[config.mk]
export PLATFORM = sky130hd
export DESIGN_NAME = pwm_seq_ctrl_flat
export DESIGN_NICKNAME = d
export VERILOG_FILES = /design/src/rtl/pwm_pkg.sv /design/src/rtl/pwm_seq_ctrl_if.sv /design/src/rtl/pwm_duty_table.sv /design/src/rtl/pwm_seq_ctrl.sv /design/src/flat_wrapper.sv
export SDC_FILE = /design/constraint.sdc
export NUM_CORES = 1
export LEC_CHECK = 0
export CAP_MARGIN = 15
export CORE_UTILIZATION = 30
export DETAILED_ROUTE_END_ITERATION = 8
export HOLD_SLACK_MARGIN = 0.12
export PLACE_DENSITY = 0.42
export SLEW_MARGIN = 10
export SYNTH_ARGS = -nofsm -noshare
export SYNTH_HDL_FRONTEND = slang
export SYNTH_SLANG_ARGS = --single-unit
[constraint.sdc]
create_clock -name clk -period 2.7 [get_ports clk]
set_clock_uncertainty 0.05 [all_clocks]
set_input_delay 0.54 -clock clk [delete_from_list [all_inputs] [get_ports clk]]
set_output_delay 0.54 -clock clk [all_outputs]
set_load 0.01 [all_outputs]
[src/rtl/pwm_pkg.sv]
// rtl/pwm_pkg.sv - shared PWM defaults and sequencer state encoding
package pwm_pkg;

    // Defaults shared with the free-running PWM core
    localparam int PWM_R     = 6;
    localparam int PWM_DEPTH = 36;
    localparam int PWM_AW    = 6;
    localparam int PWM_N     = 2000;
    localparam int PWM_NW    = 16;

    typedef enum logic [1:0] {
        IDLE = 2'd0,
        ARM  = 2'd1,
        RUN  = 2'd2
    } seq_state_t;

endpackage

[src/rtl/pwm_seq_ctrl_if.sv]
// rtl/pwm_seq_ctrl_if.sv - control, table-write and duty signals of the PWM sequencer
interface pwm_seq_ctrl_if
    import pwm_pkg::*;
#(
    parameter int R  = PWM_R,
    parameter int AW = PWM_AW
) ();

    logic          start;
    logic          stop;
    logic          loop_en;
    logic          wr_en;
    logic [AW-1:0] wr_addr;
    logic [R-1:0]  wr_data;
    logic          pwm_wrap;
    logic [R-1:0]  duty;
    logic [AW-1:0] step_idx;
    logic          busy;
    logic          done;

    modport master (
        output start, stop, loop_en, wr_en, wr_addr, wr_data, pwm_wrap,
        input  duty, step_idx, busy, done
    );

    modport slave (
        input  start, stop, loop_en, wr_en, wr_addr, wr_data, pwm_wrap,
        output duty, step_idx, busy, done
    );

endinterface

[src/rtl/pwm_duty_table.sv]
// rtl/pwm_duty_table.sv - DEPTH x R duty register file, sync write, combinational read
module pwm_duty_table
    import pwm_pkg::*;
#(
    parameter int R     = PWM_R,
    parameter int DEPTH = PWM_DEPTH,
    parameter int AW    = PWM_AW
) (
    input  logic          clk,
    input  logic          rst_n,
    input  logic          wr_en,
    input  logic [AW-1:0] wr_addr,
    input  logic [R-1:0]  wr_data,
    input  logic [AW-1:0] rd_addr,
    output logic [R-1:0]  rd_data
);

    localparam logic [AW:0] DEPTH_W = (AW+1)'(DEPTH);

    logic [R-1:0] mem [DEPTH];
    logic         wr_ok;

    // Addresses past the last entry are dropped rather than aliased
    assign wr_ok = wr_en && ({1'b0, wr_addr} < DEPTH_W);

    // Table storage; the read below sees the pre-write value on a write cycle
    always_ff @(posedge clk or negedge rst_n) begin
        if (!rst_n) begin
            for (int i = 0; i < DEPTH; i++) begin
                mem[i] <= '0;
            end
        end else if (wr_ok) begin
            mem[wr_addr] <= wr_data;
        end
    end

    assign rd_data = mem[rd_addr];

endmodule

[src/rtl/pwm_seq_ctrl.sv]
// rtl/pwm_seq_ctrl.sv - duty-table sequencer that updates PWM duty on period boundaries
module pwm_seq_ctrl
    import pwm_pkg::*;
#(
    parameter int R     = PWM_R,
    parameter int DEPTH = PWM_DEPTH,
    parameter int AW    = PWM_AW,
    parameter int N     = PWM_N,
    parameter int NW    = PWM_NW
) (
    input  logic          clk,
    input  logic          rst_n,
    pwm_seq_ctrl_if.slave bus
);

    localparam logic [NW-1:0] N_LAST   = NW'(N - 1);
    localparam logic [AW-1:0] IDX_LAST = AW'(DEPTH - 1);

    seq_state_t    state, state_nxt;
    logic [NW-1:0] n, n_nxt;
    logic [AW-1:0] idx, idx_nxt;
    logic [AW-1:0] rd_addr;
    logic [R-1:0]  duty, duty_nxt;
    logic [R-1:0]  rd_data;
    logic          stop_pend, stop_pend_nxt;
    logic          done, done_nxt;
    logic          busy;

    pwm_duty_table #(
        .R     (R),
        .DEPTH (DEPTH),
        .AW    (AW)
    ) u_table (
        .clk     (clk),
        .rst_n   (rst_n),
        .wr_en   (bus.wr_en),
        .wr_addr (bus.wr_addr),
        .wr_data (bus.wr_data),
        .rd_addr (rd_addr),
        .rd_data (rd_data)
    );

    // Entry that the next step would load: successor in RUN (wrapping), entry 0 otherwise
    always_comb begin
        rd_addr = '0;
        if (state == RUN && idx != IDX_LAST) begin
            rd_addr = idx + AW'(1);
        end
    end

    // Next-state logic; everything that touches duty happens only on pwm_wrap
    always_comb begin
        state_nxt     = state;
        n_nxt         = n;
        idx_nxt       = idx;
        duty_nxt      = duty;
        stop_pend_nxt = stop_pend;
        done_nxt      = 1'b0;
        case (state)
            IDLE: begin
                duty_nxt      = '0;
                stop_pend_nxt = 1'b0;
                if (bus.start) begin
                    state_nxt = ARM;
                    idx_nxt   = '0;
                    n_nxt     = '0;
                end
            end
            ARM, RUN: begin
                if (bus.pwm_wrap) begin
                    if (stop_pend || bus.stop) begin
                        state_nxt     = IDLE;
                        duty_nxt      = '0;
                        idx_nxt       = '0;
                        n_nxt         = '0;
                        stop_pend_nxt = 1'b0;
                    end else if (state == ARM) begin
                        state_nxt = RUN;
                        duty_nxt  = rd_data;
                        n_nxt     = '0;
                    end else if (n != N_LAST) begin
                        n_nxt = n + NW'(1);
                    end else if (idx != IDX_LAST || bus.loop_en) begin
                        n_nxt    = '0;
                        idx_nxt  = rd_addr;
                        duty_nxt = rd_data;
                    end else begin
                        state_nxt = IDLE;
                        duty_nxt  = '0;
                        idx_nxt   = '0;
                        n_nxt     = '0;
                        done_nxt  = 1'b1;
                    end
                end else if (bus.stop) begin
                    stop_pend_nxt = 1'b1;
                end
            end
            default: begin
                state_nxt = IDLE;
                duty_nxt  = '0;
                idx_nxt   = '0;
                n_nxt     = '0;
            end
        endcase
    end

    // State and registered outputs
    always_ff @(posedge clk or negedge rst_n) begin
        if (!rst_n) begin
            state     <= IDLE;
            n         <= '0;
            idx       <= '0;
            duty      <= '0;
            stop_pend <= 1'b0;
            done      <= 1'b0;
            busy      <= 1'b0;
        end else begin
            state     <= state_nxt;
            n         <= n_nxt;
            idx       <= idx_nxt;
            duty      <= duty_nxt;
            stop_pend <= stop_pend_nxt;
            done      <= done_nxt;
            busy      <= (state_nxt != IDLE);
        end
    end

    assign bus.duty     = duty;
    assign bus.step_idx = idx;
    assign bus.busy     = busy;
    assign bus.done     = done;

endmodule

[src/flat_wrapper.sv]
// flat-port wrapper written by rule: the top's interface ports become plain ports
module pwm_seq_ctrl_flat import pwm_pkg::*;
#(
    parameter int R     = PWM_R,
    parameter int DEPTH = PWM_DEPTH,
    parameter int AW    = PWM_AW,
    parameter int N     = PWM_N,
    parameter int NW    = PWM_NW
)
  (clk, rst_n, bus_start, bus_stop, bus_loop_en, bus_wr_en, bus_wr_addr, bus_wr_data, bus_pwm_wrap, bus_duty, bus_step_idx, bus_busy, bus_done);
  pwm_seq_ctrl_if #(.R(R), .AW(AW)) bus_i ();
  input  logic clk;
  input  logic rst_n;
  input wire logic [$bits(bus_i.start)-1:0] bus_start;
  input wire logic [$bits(bus_i.stop)-1:0] bus_stop;
  input wire logic [$bits(bus_i.loop_en)-1:0] bus_loop_en;
  input wire logic [$bits(bus_i.wr_en)-1:0] bus_wr_en;
  input wire logic [$bits(bus_i.wr_addr)-1:0] bus_wr_addr;
  input wire logic [$bits(bus_i.wr_data)-1:0] bus_wr_data;
  input wire logic [$bits(bus_i.pwm_wrap)-1:0] bus_pwm_wrap;
  output wire logic [$bits(bus_i.duty)-1:0] bus_duty;
  output wire logic [$bits(bus_i.step_idx)-1:0] bus_step_idx;
  output wire logic [$bits(bus_i.busy)-1:0] bus_busy;
  output wire logic [$bits(bus_i.done)-1:0] bus_done;
  assign bus_i.start = bus_start;
  assign bus_i.stop = bus_stop;
  assign bus_i.loop_en = bus_loop_en;
  assign bus_i.wr_en = bus_wr_en;
  assign bus_i.wr_addr = bus_wr_addr;
  assign bus_i.wr_data = bus_wr_data;
  assign bus_i.pwm_wrap = bus_pwm_wrap;
  assign bus_duty = bus_i.duty;
  assign bus_step_idx = bus_i.step_idx;
  assign bus_busy = bus_i.busy;
  assign bus_done = bus_i.done;
  pwm_seq_ctrl #(.R(R), .DEPTH(DEPTH), .AW(AW), .N(N), .NW(NW)) u_core (.clk(clk), .rst_n(rst_n), .bus(bus_i));
endmodule
== After elaboration in Yosys (flattened, before gate mapping) ==
Cells that the tools add are included.
Storage, ports and cells
  input bits: 19
  output and inout bits: 14
  bits in registers: 249
  word-level logic and storage cells: 118
Operators by class
  multiplexer cells: 43
  add/subtract/negate cells: 2
  eq/ne operators: 11
  reductions and logical operators: 13
  bitwise logic cells: 2
  $lt $le $gt $ge: 4
Operators with widths (number)
  bitwise mux 216 bit: 1
  2-to-1 mux 6 bit: 16
  2-to-1 mux 16 bit: 5
  binary-select mux 6 bit (select 6 bit): 1
  demux 6 bit (select 6 bit): 1
  case mux 16 bit (2 select lines): 1
  adder 16 x 1 -> 16 bit, second input constant: 1
  inequality test 16 x 11 -> 1 bit, second input constant: 1
  greater-or-equal comparator 7 bit, second input constant: 2
  inverter 6 -> 7 bit: 2
  2-to-1 mux 2 bit: 6
  case mux 6 bit (2 select lines): 1
  2-to-1 mux 1 bit: 9
  inequality test 3 x 2 -> 1 bit, second input constant: 3
  less-than comparator 7 x 1 -> 1 bit, second input constant: 1
  adder 6 x 1 -> 6 bit, second input constant: 1
  less-than comparator 6 bit, second input constant: 1
  inequality test 6 bit, second input constant: 1
  inequality test 2 bit, second input constant: 2
  inequality test 4 x 2 -> 1 bit, second input constant: 1
  case mux 2 bit (2 select lines): 1
  AND reduction 2 bit: 2
  AND reduction 4 bit: 1
  nonzero test 2 bit: 2
  9 further kinds: 12

== Depth between registers and ports, before layout ==
  word-level depth: 13
  gate-level depth with buffers: 12
  gate-level depth less buffers: 9

== Hierarchy ==
Synthesis repeated with hierarchy kept, for this count alone.
Unflattened totals
  cell total of the unflattened synthesis: 867
  area, all modules: 11858.9 um2
Modules (own cells, without submodules)
  pwm_duty_table: seq. area each 5405.2 um2, times used 1, cells each 670, area each 10022.1 um2
  pwm_seq_ctrl: seq. area each 825.8 um2, times used 1, cells each 197, area each 1836.8 um2

== Worst setup path before layout ==
No wires, ideal clock.
  kind: register to register
  start point: register u_core.state[0]
  end point: register u_core.duty[1] (netlist: u_core.bus.duty[1])
  data required time: 2.526 ns
  arrival time: 2.504 ns
  clock period less this slack: 2.678 ns
  library setup time: 0.124 ns
  path buffers: 3
  setup slack: 0.022 ns
  cell stages (with the launch flop): 13
  cell sequence: dfrtp_1 > inv_1 > ha_1 > or3b_1 > clkbuf_1 > nor2_1 > o21ai_1 > clkbuf_1 > o311a_1 > and4b_1 > buf_1 > a22o_1 > a211o_1
On the way
  word-level cells in the longest chain between the ends: 13
  elaborated cells between the ends (all ways): 18
  classes of those cells: eq/ne: 4; mux: 10; bitwise: 1; reduce/logical: 3
RTL lines
  from (decl): line pwm_seq_ctrl.sv:19  | seq_state_t state, state_nxt;
  from (signal assigned): line pwm_seq_ctrl.sv:118  | state <= state_nxt;
  equality test 2 bit: line pwm_seq_ctrl.sv:46, pwm_seq_ctrl.sv:59
  logical AND 1 bit: line pwm_seq_ctrl.sv:46  | if (state == RUN && idx != IDX_LAST) begin
  2-to-1 mux 6 bit: line pwm_seq_ctrl.sv:46
  inverter 6 -> 7 bit (not written as such): line pwm_duty_table.sv:37  | assign rd_data = mem[rd_addr];
  binary-select mux 6 bit (select 6 bit): line pwm_duty_table.sv:37
  2-to-1 mux 6 bit (not written as such) (2 in a row): line pwm_duty_table.sv:37
  2-to-1 mux 6 bit: line pwm_seq_ctrl.sv:83  | end else if (idx != IDX_LAST || bus.loop_en) begin
  2-to-1 mux 6 bit: line pwm_seq_ctrl.sv:81  | end else if (n != N_LAST) begin
  2-to-1 mux 6 bit: line pwm_seq_ctrl.sv:77  | end else if (state == ARM) begin
  2-to-1 mux 6 bit: line pwm_seq_ctrl.sv:71  | if (stop_pend || bus.stop) begin
  2-to-1 mux 6 bit: line pwm_seq_ctrl.sv:70  | if (bus.pwm_wrap) begin
  2-to-1 mux 6 bit: line pwm_seq_ctrl.sv:59  | case (state)
  to (signal assigned): line pwm_seq_ctrl.sv:121  | duty <= duty_nxt;
  to (decl): line pwm_seq_ctrl.sv:23  | logic [R-1:0] duty, duty_nxt;
Several ways; a longest one is shown, not always the timed one. The select of a mux whose other input is x is not followed.
A chain may end at the register's enable or synchronous reset.

== Worst setup path after layout ==
  start point: register u_core.idx[0] (netlist: u_core.bus.step_idx[0])
  end point: register u_core.duty[3] (netlist: u_core.bus.duty[3])
On the way
  word-level cells in the longest chain between the ends: 13
  elaborated cells between the ends (all ways): 15
  classes of those cells: add/sub: 1; eq/ne: 1; mux: 10; bitwise: 1; reduce/logical: 2
RTL lines
  from (decl): line pwm_seq_ctrl.sv:21  | logic [AW-1:0] idx, idx_nxt;
  from (signal assigned): line pwm_seq_ctrl.sv:120  | idx <= idx_nxt;
  branches (longest 9 deep; another with adder 6 x 1 -> 6 bit)
  2-to-1 mux 6 bit *: line pwm_seq_ctrl.sv:77
  2-to-1 mux 6 bit *: line pwm_seq_ctrl.sv:71
  2-to-1 mux 6 bit *: line pwm_seq_ctrl.sv:70
  2-to-1 mux 6 bit *: line pwm_seq_ctrl.sv:59
Mark *: on every way between the ends. The select of a mux whose other input is x is not followed.

==> flow_summary.json <==
{
  "die-area_um2": 40500,
  "syn-cell-area_um2": 11900,
  "synthAdderAreaFrac": 0.00630,
  "cp_cell_sequence": "ha_1 -> buf_4 -> nand2b_2 -> o21ai_4 -> buf_12 -> buf_12 -> buf_4 -> buf_4 -> a221o_1 -> a211oi_2 -> nor2_1 -> a211o_1",
  "synth_flop_cell": "dfrtp_1",
  "initial_utilization": 0.306,
  "post-route-drc-count": 0,
  "syn_avg_cell_area_um2": 11.9,
  "grt_pass1_vias": 8852,
  "dp.cells": 1612,
  "synthMuxAreaShare": 0.249,
  "cts_tree": "done",
  "core_um2": 38900,
  "power_density_nw_per_um2": 696,
  "cap_violations": 0,
  "synthArstFlopShare": 1.00,
  "setup_violations": 0,
  "nets": 1161,
  "final-max-slew-violation-count": 0,
  "clockRootBuffer": "clkbuf_16",
  "ys_seq_area_frac": 0.523,
  "multi_input_area_um2": 5490,
  "synth_fp_nets": 1025,
  "max-slew-margin-rel": 0.600,
  "fin_crit_sh": 0.974,
  "fmax_mhz": 380,
  "layout-drive-gt1-share": 0.381,
  "synth_top_family_by_area": "multiplexers",
  "outcome": "finished clean",
  "synth_xor_xnor_area_share": 0.00882,
  "port_buffers": 32,
  "numCtsBuffers": 31,
  "core.rowCount": 72,
  "synthSimpleGateAreaFrac": 0.0939,
  "final_cells": 1678,
  "required_ns": 3.10,
  "place_hpwl_mm": 24.8,
  "htree_num_levels": 1,
  "die_w_um": 201,
  "io_pins": 33,
  "drtIter0Drc": 441,
  "critPathLaunchType": "flip-flop",
  "critPathArrivalTime_ns": 3.03,
  "ir_worst_vdd_mv": 0.380,
  "end_kind": "flip-flop",
  "power.leakage_nw": 6.75,
  "worst_path_max_delay_cell": "dfrtp_2",
  "total_power_mw": 10.5,
  "hold_path.class": "in2async",
  "grt_pass1_wl_mm": 56.4,
  "worstMarginPinSlew_ns": 0.598,
  "ff_latch_area_um2": 6230,
  "vias_per_cell": 5.09,
  "antenna_found_initial": 0,
  "drt_first_pass_iters": 5,
  "routabilityCongestion": 0.803,
  "grt_max_degree": 78,
  "cts.sinks": 249,
  "crit_top_cell": "buf_4",
  "wl_mm": 36.9,
  "diodes": 0,
  "clk_pin_slew_ns": 0.06,
  "postRouteAntennaNets": 0,
  "chipHeight_um": 201,
  "insertion_delay_ns": 0.57,
  "netlist_instances": 1000,
  "period_needed_ns": 2.63,
  "ys_ff_latch": 249,
  "totalNegativeSetupSlack_ns": 0,
  "critPathKind": "reg2reg",
  "wire_per_inst_um": 22.0,
  "grt_overflow_total": 0,
  "num-fill-cells": 3819,
  "cp_slowest_stage_delay_ns": 0.41,
  "synth_compound_area_frac": 0.0922,
  "synth_edf_count": 0,
  "vias": 8538,
  "layout-area-overhead-vs-synth_pct": 26.3,
  "worstPathMaxFanout": 11,
  "cts_max_path_buffers": 3,
  "grt_usage": 0.183,
  "timing.final.hold_violations": 0,
  "rsz0062_at_grt": "yes",
  "yosysWarningCount": 0,
  "synth_cell_types": 58
}
-- registers in the layout, summed over array words and instances (netlist names) --
register             cells
u_core.bus.step_idx      6
u_core.state             2
u_core.u_table.mem     216
u_core.stop_pend         1
u_core.bus.duty          6
u_core.bus.done          1
u_core.n                16
u_core.bus.busy          1
-- kinds of logic after synthesis --
| logic type | after synthesis |
|---|---|
| mux | 268 |
| compound gates | 156 |
| xor+xnor | 12 |
| flops | 249 |
| buf+inv | 75 |
| fa+ha+maj | 6 |
| simple gates | 234 |
-- what timing repair did --
action	in CTS	in global routing
pin swaps	0	7
resized for setup	1	33
hold buffers	1	0
hold endpoints to repair	44	0
endpoints found under the setup margin	6	7
cloned	0	1
setup buffers	1	7
-- layout make-up --
cell class,count,area share
Inverter,9,0.00224
Clock buffer,41,0.0587
Clock inverter,16,0.0113
Tap cell,518,0.0431
Multi-Input combinational cell,677,0.365
Sequential cell,249,0.414
Timing Repair Buffer,168,0.106
-- critical path, delay by kind of cell (launching register included) --
| family | cells | cell delay (ns) |
|---|---|---|
| AOI/OAI and AO/OA | 4 | 0.88 |
| adders and majority gates | 1 | 0.21 |
| buffers and inverters | 5 | 0.73 |
| DFF | 1 | 0.41 |
| and+or+nand+nor | 2 | 0.25 |
-- cell usage in the layout (no fill, tap or decap), drive strengths merged, types with 7 or more instances in the layout --
master and instances:
o31ai 8, o21ai 19, nor4 8, nor2b 12, o221ai 8, a211oi 16
a21oi 39, inv 9, clkbuf 41, mux2 216, a31oi 7, xor2 7
a221oi 12, a221o 7, a22oi 7, nor2 58, clkdlybuf4s50 31, nand3 34
nand2 80, buf 136, dfrtp 249, clkinv 10, a211o 12, mux2i 51
and3 8
-- routing by layer --
layer | vias up | track usage | share of wire
met1 | 4389 | 0.268 | 0.49
met3 | 49 | 0.0240 | 0.044
met2 | 186 | 0.284 | 0.45
met4 | 0 | 0.0484 | 0.020
met5 | - | 0 | 0
li1 | 3914 | - | -
-- cells in the mapped netlist (2+ instances only) --
| cell | n | area share |
|---|---|---|
| a211o_1 | 12 | 0.0088 |
| a21oi_1 | 39 | 0.016 |
| mux2_2 | 216 | 0.20 |
| a221o_1 | 7 | 0.0059 |
| o21ai_1 | 3 | 0.0013 |
| nor4_1 | 7 | 0.0037 |
| or2_2 | 3 | 0.0016 |
| xor2_1 | 7 | 0.0051 |
| nor2b_1 | 12 | 0.0063 |
| nand2b_1 | 6 | 0.0032 |
| buf_1 | 7 | 0.0022 |
| nor3b_1 | 2 | 0.0013 |
| o221ai_1 | 8 | 0.0059 |
| or3_1 | 3 | 0.0016 |
| a22o_1 | 5 | 0.0037 |
| o22ai_1 | 5 | 0.0026 |
| inv_1 | 8 | 0.0025 |
| nor3_1 | 3 | 0.0013 |
| a31oi_1 | 7 | 0.0037 |
| mux2i_1 | 51 | 0.043 |
| a311oi_1 | 3 | 0.0022 |
| buf_2 | 11 | 0.0046 |
| a211oi_1 | 16 | 0.010 |
| ha_1 | 6 | 0.0063 |
| clkbuf_1 | 43 | 0.014 |
| and2_1 | 3 | 0.0016 |
| o41ai_1 | 4 | 0.0029 |
| dfrtp_1 | 249 | 0.52 |
| nand3b_1 | 6 | 0.0038 |
| a21boi_0 | 2 | 0.0013 |
| xnor2_1 | 5 | 0.0037 |
| nor2_1 | 58 | 0.018 |
| nand2_1 | 79 | 0.025 |
| o21ai_0 | 14 | 0.0059 |
| or3b_2 | 3 | 0.0022 |
| buf_6 | 3 | 0.0028 |
| a22oi_1 | 7 | 0.0044 |
| nand3_1 | 34 | 0.014 |
| o31ai_1 | 8 | 0.0050 |
| a221oi_1 | 11 | 0.0081 |
| and3_1 | 7 | 0.0037 |
-- power breakdown --
group	internal [mW]	leakage, nW	switching, mW
combinational	0.942	2.85	1.03
clock	2.58	0.519	1.66
sequential	4.07	3.38	0.196
total	7.59	6.75	2.89
-- worst paths after layout --
kind	from	endpoint	slack, ns	cells after the start
max in group asynchronous	rst_n	u_core.u_table.mem[139]	1.40	3
min	rst_n	u_core.n[0]	0.44	2
max reg2reg	u_core.bus.step_idx[0]	u_core.bus.duty[3]	0.07	12
min in group clk	u_core.u_table.mem[3]	u_core.u_table.mem[3]	0.45	1
min reg2reg	u_core.u_table.mem[3]	u_core.u_table.mem[3]	0.45	1
max	u_core.bus.step_idx[0]	u_core.bus.duty[3]	0.07	12
-- through the flow --
step | hold WS, ns | util | setup WS (ns) | cell area [um^2]
after floorplan | 0.194 | - | 0.0216 | 11900
after detailed placement | 0.438 | 0.353 | -0.141 | 13700
after CTS | 0.438 | 0.381 | 0.0103 | 14800
after global placement | 0.435 | 0.353 | -0.0826 | 13700
final | 0.438 | 0.387 | 0.0700 | 15100
after global routing | 0.462 | 0.387 | -0.0281 | 15100
Power figures use the tool's default switching activity.
